`config.mk`:
```
export PLATFORM = sky130hd
export DESIGN_NAME = led_seq_ctrl
export DESIGN_NICKNAME = d
export VERILOG_FILES = /design/src/rtl/led_seq_ctrl.sv
export SDC_FILE = /design/constraint.sdc
export NUM_CORES = 1
export LEC_CHECK = 0
export ABC_CLOCK_PERIOD_IN_PS = 2300
export BUFFER_PORTS_ARGS = -buffer_cell sky130_fd_sc_hd__buf_2
export CAP_MARGIN = 20
export CORE_UTILIZATION = 50
export DETAILED_ROUTE_END_ITERATION = 10
export PLACE_DENSITY = 0.78
export SKIP_LAST_GASP = 1
export SYNTH_ARGS = -nofsm -noshare
export SYNTH_HDL_FRONTEND = slang
export SYNTH_SLANG_ARGS = --single-unit
export TNS_END_PERCENT = 10
```
`constraint.sdc`:
```
create_clock -name clk -period 2.3 [get_ports clk]
set_clock_uncertainty 0.15 [all_clocks]
set_input_delay 0.575 -clock clk [delete_from_list [all_inputs] [get_ports clk]]
set_output_delay 0.575 -clock clk [all_outputs]
set_load 0.03 [all_outputs]
```
`src/rtl/led_seq_ctrl.sv`:
```
// LED pattern sequencer: rotate-left, rotate-right, bounce and blink modes.
// Start/stop, pause/resume and mode-advance pulses drive an IDLE/RUN/PAUSE
// FSM; a prescaler derives the pattern step rate from clk.
module led_seq_ctrl #(
  parameter int WIDTH    = 8,
  parameter int TICK_DIV = 25000000
) (
  input  logic             clk,
  input  logic             rst,
  input  logic             start_p,
  input  logic             pause_p,
  input  logic             mode_p,
  output logic [WIDTH-1:0] led,
  output logic [1:0]       mode,
  output logic             busy,
  output logic             step
);

  localparam int PW = (TICK_DIV > 2) ? $clog2(TICK_DIV) : 1;
  localparam logic [PW-1:0] PRESC_MAX = PW'(TICK_DIV - 1);

  typedef enum logic [1:0] {IDLE, RUN, PAUSE} state_t;

  state_t           state_reg, state_next;
  logic [PW-1:0]    presc_reg, presc_next;
  logic [WIDTH-1:0] led_reg, led_next;
  logic [1:0]       mode_reg, mode_next;
  logic             dir_reg, dir_next;    // 0 = moving left, 1 = moving right
  logic             step_reg, step_next;
  logic             busy_reg, busy_next;

  // Starting pattern of each mode.
  function automatic logic [WIDTH-1:0] init_pattern(input logic [1:0] m);
    logic [WIDTH-1:0] p;
    p = '0;
    case (m)
      2'd1:    p[WIDTH-1] = 1'b1;
      2'd3:    p = '1;
      default: p[0] = 1'b1;
    endcase
    return p;
  endfunction

  // State and output registers; reset takes effect without waiting for clk.
  always_ff @(posedge clk or posedge rst) begin
    if (rst) begin
      state_reg <= IDLE;
      presc_reg <= '0;
      led_reg   <= '0;
      mode_reg  <= 2'd0;
      dir_reg   <= 1'b0;
      step_reg  <= 1'b0;
      busy_reg  <= 1'b0;
    end else begin
      state_reg <= state_next;
      presc_reg <= presc_next;
      led_reg   <= led_next;
      mode_reg  <= mode_next;
      dir_reg   <= dir_next;
      step_reg  <= step_next;
      busy_reg  <= busy_next;
    end
  end

  // Next-state logic: pulse priority start > pause > mode, ticks only when no pulse acts.
  always_comb begin
    state_next = state_reg;
    presc_next = presc_reg;
    led_next   = led_reg;
    mode_next  = mode_reg;
    dir_next   = dir_reg;
    step_next  = 1'b0;

    if (start_p) begin
      presc_next = '0;
      dir_next   = 1'b0;
      if (state_reg == IDLE) begin
        state_next = RUN;
        led_next   = init_pattern(mode_reg);
      end else begin
        state_next = IDLE;
        led_next   = '0;
      end
    end else if (pause_p) begin
      // In IDLE the pulse is ignored but still masks a simultaneous mode_p.
      if (state_reg == RUN) begin
        state_next = PAUSE;
      end else if (state_reg == PAUSE) begin
        state_next = RUN;
      end
    end else if (mode_p) begin
      mode_next = mode_reg + 2'd1;
      if (state_reg != IDLE) begin
        led_next   = init_pattern(mode_reg + 2'd1);
        presc_next = '0;
        dir_next   = 1'b0;
      end
    end else if (state_reg == RUN) begin
      if (presc_reg == PRESC_MAX) begin
        presc_next = '0;
        step_next  = 1'b1;
        case (mode_reg)
          2'd0: led_next = {led_reg[WIDTH-2:0], led_reg[WIDTH-1]};
          2'd1: led_next = {led_reg[0], led_reg[WIDTH-1:1]};
          2'd2: begin
            if (!dir_reg) begin
              if (led_reg[WIDTH-1]) begin
                dir_next = 1'b1;
                led_next = led_reg >> 1;
              end else begin
                led_next = led_reg << 1;
              end
            end else begin
              if (led_reg[0]) begin
                dir_next = 1'b0;
                led_next = led_reg << 1;
              end else begin
                led_next = led_reg >> 1;
              end
            end
          end
          default: led_next = ~led_reg;
        endcase
      end else begin
        presc_next = presc_reg + 1'b1;
      end
    end

    busy_next = (state_next != IDLE);
  end

  assign led  = led_reg;
  assign mode = mode_reg;
  assign busy = busy_reg;
  assign step = step_reg;

endmodule

```
Word level (Yosys, flattened, before mapping)
Index checks and enable logic that the tools add are counted.

Register bits after elaboration: 40. Output and inout port bits: 12. Logic and storage cells: 78.

Multiplexer cells: 43. Reduce and logical (&&, ||, !) cells: 13. Bitwise operators: 3. Equal/unequal tests: 10. Add/sub/neg operators: 2.

Operator list (count): 25-bit two-way mux (6); 8-bit two-way mux (10); 25-bit by 1-bit adder with 25-bit output (second input constant) (1); 25-bit == test (second input constant) (1); 8-bit one-hot mux with 3 select lines (1); 1-bit two-way mux (20); 6-bit two-way mux (2); 3-bit nonzero test (3); 2-bit == test (second input constant) (4); 2-bit two-way mux (4); 8-bit NOT (1); 2-bit by 1-bit == test with 1-bit output (second input constant) (3); 3-bit AND reduction (2); 5-bit AND reduction (1); 2-bit zero test (2); 4-bit AND reduction (1); 2-bit nonzero test (2); 2-bit OR reduction (2); 3-bit by 2-bit != test with 1-bit output (second input constant) (1); 2-bit by 1-bit adder with 2-bit output (second input constant) (1); 2-bit != test (second input constant) (1); 1-bit NOT (2).

Depth between registers and ports, before layout
Depth after elaboration: 8. Gate-level depth with buffers: 7.

Worst setup path before layout
OpenSTA, ideal clock, no wires.

Kind: register to register. Start: register mode_reg[0] (netlist: mode[0]). End: register led_reg[0] (netlist: led[0]). Path buffers: 0. Setup time: 0.133 ns. Clock period less this slack: 2.062 ns. Data required time: 2.017 ns. Cell stages (with the launch flop): 8. Arrival time: 1.779 ns. Setup slack: 0.238 ns. Cell sequence: dfrtp_1 inv_1 ha_1 a21boi_0 a21o_1 a221oi_1 a211o_1 a31oi_1.

Longest elaborated chain between the ends: 7. Elaborated cells on any way between the ends: 15.

RTL lines: start: declaration (line 27) `logic [1:0] mode_reg, mode_next;`; start signal: assignment (line 58) `mode_reg <= mode_next;`; 2-bit by 1-bit adder with 2-bit output (tied with other cells) (line 94) `led_next = init_pattern(mode_reg + 2'd1);`; 2-bit by 1-bit == test with 1-bit output or 8-bit one-hot mux with 3 select lines (tied branches) (line 36, 102); 1-bit two-way mux or 8-bit two-way mux (tied branches) (line 36, 99); 8-bit two-way mux, on equally long branches (line 93, 98); 8-bit two-way mux (line 91) `end else if (mode_p) begin`; 8-bit two-way mux (line 84) `end else if (pause_p) begin`; 8-bit two-way mux * (line 74) `if (start_p) begin`; end signal: assignment (line 57) `led_reg <= led_next;`; end: declaration (line 26) `logic [WIDTH-1:0] led_reg, led_next;`.

Mark *: on every way between the ends. The rest lies on a longest branch, timed or not. The select of a mux whose other input is x is not followed. A chain may end at the register's enable or synchronous reset.

Final worst setup path
Start: register presc_reg[16]. End: register led_reg[1] (netlist: led[1]).

Longest elaborated chain between the ends: 3.

RTL lines: start: declaration (line 25) `logic [PW-1:0] presc_reg, presc_next;`; start signal: assignment (line 56) `presc_reg <= presc_next;`; 25-bit == test (line 99) `if (presc_reg == PRESC_MAX) begin`; 3-bit nonzero test (no line); 4-bit AND reduction (no line).

No other way between the ends.

==> out/results.md <==
| Step | Parameter | Reported |
|:---|:---|:---|
| run status | Run status | finished clean |
| finish | Area growth from synthesis to layout | 13.2% |
| finish | Fill count | 422 |
| synthesis | Post-synth design cell area | 0.00249 sq mm |
| setup path | R2R Path End | led[1] |
| die | Cell row count | 25 |
| synthesis | Synthesized Nets | 279 |
| synthesis | Sequential-to-total area share from yosys stat | 40.2% |
| grt | Total overflow reported by the global router | 0 |
| synthesis | Most area-consuming cells after synthesis | sky130_fd_sc_hd__dfrtp_1 (40%), sky130_fd_sc_hd__o21ai_0 (5.2%), sky130_fd_sc_hd__a21oi_1 (3.8%) |
| clock network | TritonCTS clock tree | done |
| setup path | Worst Path Max Fanout | 6 |
| drt | Remaining design rule violation count | 0 |
| finish | Reg area | 0.00100 sq mm |
| setup path | Launch point of the worst reg-to-reg path | presc_reg[16] |
| finish | Share of post-route cells with drive strength above 1 | 18.4% |
| setup path | R2R Setup Slk | 0.13 ns |
| timing | Fmax | 461 MHz |
| finish | Multi-input combinational cell area | 0.00138 sq mm |
| drt | First drt pass iteration count | 4 |
| timing | Final worst path period share | 94.2% |
| grt | Global-route wire length before repair | 9560 um |
| finish | Final #Nets | 304 |
| clock network | Post-CTS Setup Repair Bufs | 0 |
| timing | Final period demand of the worst path | 2.17 ns |
| synthesis | Area leader, netlist | sky130_fd_sc_hd__dfrtp_1 |
| clock network | Clock transition at the registers of the reported paths | 0.08 ns |
| die | Die width | 72.6 um |
| drt | Number of antenna-violating nets in the routed design | 0 |
| placed design | Routability congestion estimate from global placement | 0.849 |
| clock network | Clock sinks | 40 |
| synthesis | Post-Synthesis Cells | 268 |
| setup path | Worst path arrival time | 2.18 ns |
| timing | Setup violators final | 0 |
| clock network | CTS buffer count | 5 |
| drt | DRT iter0 DRCs | 119 |
| pwr | Leakage dissipation | 1.20 nW |
| synthesis | Top flip-flop cell by instance count after synthesis | sky130_fd_sc_hd__dfrtp_1 |
| synthesis | Distinct cells, synth | 55 |
| grt | Number of antenna violations at the first check in global routing | 0 |
| drt | WL/cell | 15.3 um |
| setup path | Category of the most critical setup path | reg2reg |
| setup path | Endpoint required time on the critical path | 2.31 ns |
| placed design | Number of port buffers | 16 |
| synthesis | Number of register bits inferred by synthesis | 40 |
| timing | Final hold viol count | 0 |
| clock network | Max clock buf depth | 2 |
| timing | Post-Route Hold Slack | 0.233 ns |
| finish | Number of diodes added for antenna fixing | 0 |
| setup path | Cells on worst reg2reg path | 5 |
| grt | Total track usage | 23.5% |
| die | Core region area | 0.00475 sq mm |
| drt | Via density per instance | 5.88 |
| clock network | Insertion delay to the later sink of the worst-skew pair | 0.30 ns |
| drt | Final WL | 5500 um |
| die | Die boundary height | 72.6 um |
| synthesis | Share of the synthesized area in the top cell type | 40.2% |
| setup path | Worst setup EP type | register |
| synthesis | Most instantiated library cell after synthesis | sky130_fd_sc_hd__dfrtp_1 |
| finish | Design Area, Final | 0.00282 sq mm |
| run | Total of max-cap violations | 0 |
| pwr | Max VDD drop | 838 uV |
| synthesis | Number of synthesized flops with an enable pin | 0 |
| finish | Max FFs per register | 25 |
| clock network | H-tree depth | 2 |
| die | Area of the die | 0.00527 sq mm |
| placed design | DP HPWL | 3770 um |
| setup path | Sort of element at the start of the critical path | register |
| timing | Headroom to the max-slew limit | 57.0% |
| timing | Max Transition Viols Final | 0 |
| placed design | Placed Area | 0.00272 sq mm |
| grt | Pin count of the biggest net entering global routing | 41 |
| synthesis | Yosys warnings | 0 |
| timing | RSZ-0062 raised after global routing | true |
| timing | Transition time at the pin with the least slew margin | 0.645 ns |
| grt | Number of global-route vias before repair | 1,974 |
| pwr | Ratio of total power to cell area | 885 mW/mm^2 |
| synthesis | Synth top cells by count | sky130_fd_sc_hd__dfrtp_1 (40), sky130_fd_sc_hd__o21ai_0 (26), sky130_fd_sc_hd__nand2_1 (25) |
| synthesis | Synth async-reset ratio | 100% |
| synthesis | Post-Syn Area per Cell | 9.30 sq um |
| clock network | Root buffer cell | sky130_fd_sc_hd__clkbuf_8 |
| timing | Total Negative Setup Slacks | 0 ns |
| hold path | Hold Path Class | in2async |
| die | IO Pins | 17 |
| drt | Detailed-route via count | 2,116 |
| die | Starting density of the core | 52.4% |
==> kinds of logic after synthesis <==
logic type,after synthesis,synth area share (%)
xor gates and xnor gates,8,2.81
buffers and inverters,23,4.62
and+or+nand+nor,101,23.7
muxes,6,2.51
adders and majority gates,6,3.01
AOI/OAI and AO/OA,84,23.1
DFF,40,40.2
==> metal layers <==
layer	track usage [%]	up-vias	routed length [um]
li1	-	1037	-
met1	32.9	1025	2600
met2	37.2	48	2630
met3	4.14	6	196
met4	7.19	0	70
met5	0	-	0
==> through the flow <==
step,util (%),std cells,worst slack (ns),power [mW]
after floorplan,-,268,0.238,1.69
after global placement,57.2,353,0.166,1.96
after detailed placement,57.2,353,0.112,1.98
after CTS,59.3,360,0.0883,2.50
after global routing,59.3,360,-0.0432,2.65
final,59.3,360,0.133,2.50
==> cell usage in the layout (no fill, tap or decap), types with 7 or more instances in the layout <==
cell type / n
sky130_fd_sc_hd__nand3_1: 11
sky130_fd_sc_hd__nor2_1: 17
sky130_fd_sc_hd__o21ai_0: 26
sky130_fd_sc_hd__a21oi_1: 19
sky130_fd_sc_hd__buf_4: 10
sky130_fd_sc_hd__dfrtp_1: 40
sky130_fd_sc_hd__clkbuf_8: 7
sky130_fd_sc_hd__inv_1: 12
sky130_fd_sc_hd__buf_2: 16
sky130_fd_sc_hd__nand2_1: 25
==> worst max-delay path, stage by stage (launching register included) <==
cell	delay (ns)
sky130_fd_sc_hd__dfrtp_1	0.43
sky130_fd_sc_hd__nor4bb_1	0.34
sky130_fd_sc_hd__and4_1	0.38
sky130_fd_sc_hd__a21oi_1	0.14
sky130_fd_sc_hd__a311oi_4	0.44
sky130_fd_sc_hd__a2bb2oi_1	0.15
==> timing repair <==
action                     CTS  global route
gates resized for setup      0             2
hold buffers                 0             0
setup endpoints to repair    0             6
==> layout make-up <==
type	count	share of cell area [%]
sequential	40	35.5
timing repair buffer	29	7.63
clock buffer	7	3.42
tap	67	2.97
inverter	12	1.60
multi-input combinational	205	48.9
==> how the worst max path moves through the flow <==
stage                     slack (ns)  cells past startpoint           from     end
final                           0.13                      5  presc_reg[16]  led[1]
after global routing           -0.04                      7   presc_reg[0]  led[0]
after CTS                       0.09                      7        mode[0]  led[3]
after detailed placement        0.11                      7        mode[0]  led[3]
after global placement          0.17                      5  presc_reg[16]  led[3]
after floorplan                 0.24                      7        mode[0]  led[0]
==> where the power goes <==
group	total [mW]	switching (mW)	internal (mW)
Clock	0.516	0.248	0.267
Combinational	1.03	0.638	0.391
Sequential	0.953	0.142	0.811
(Power assumes the default switching activity.)
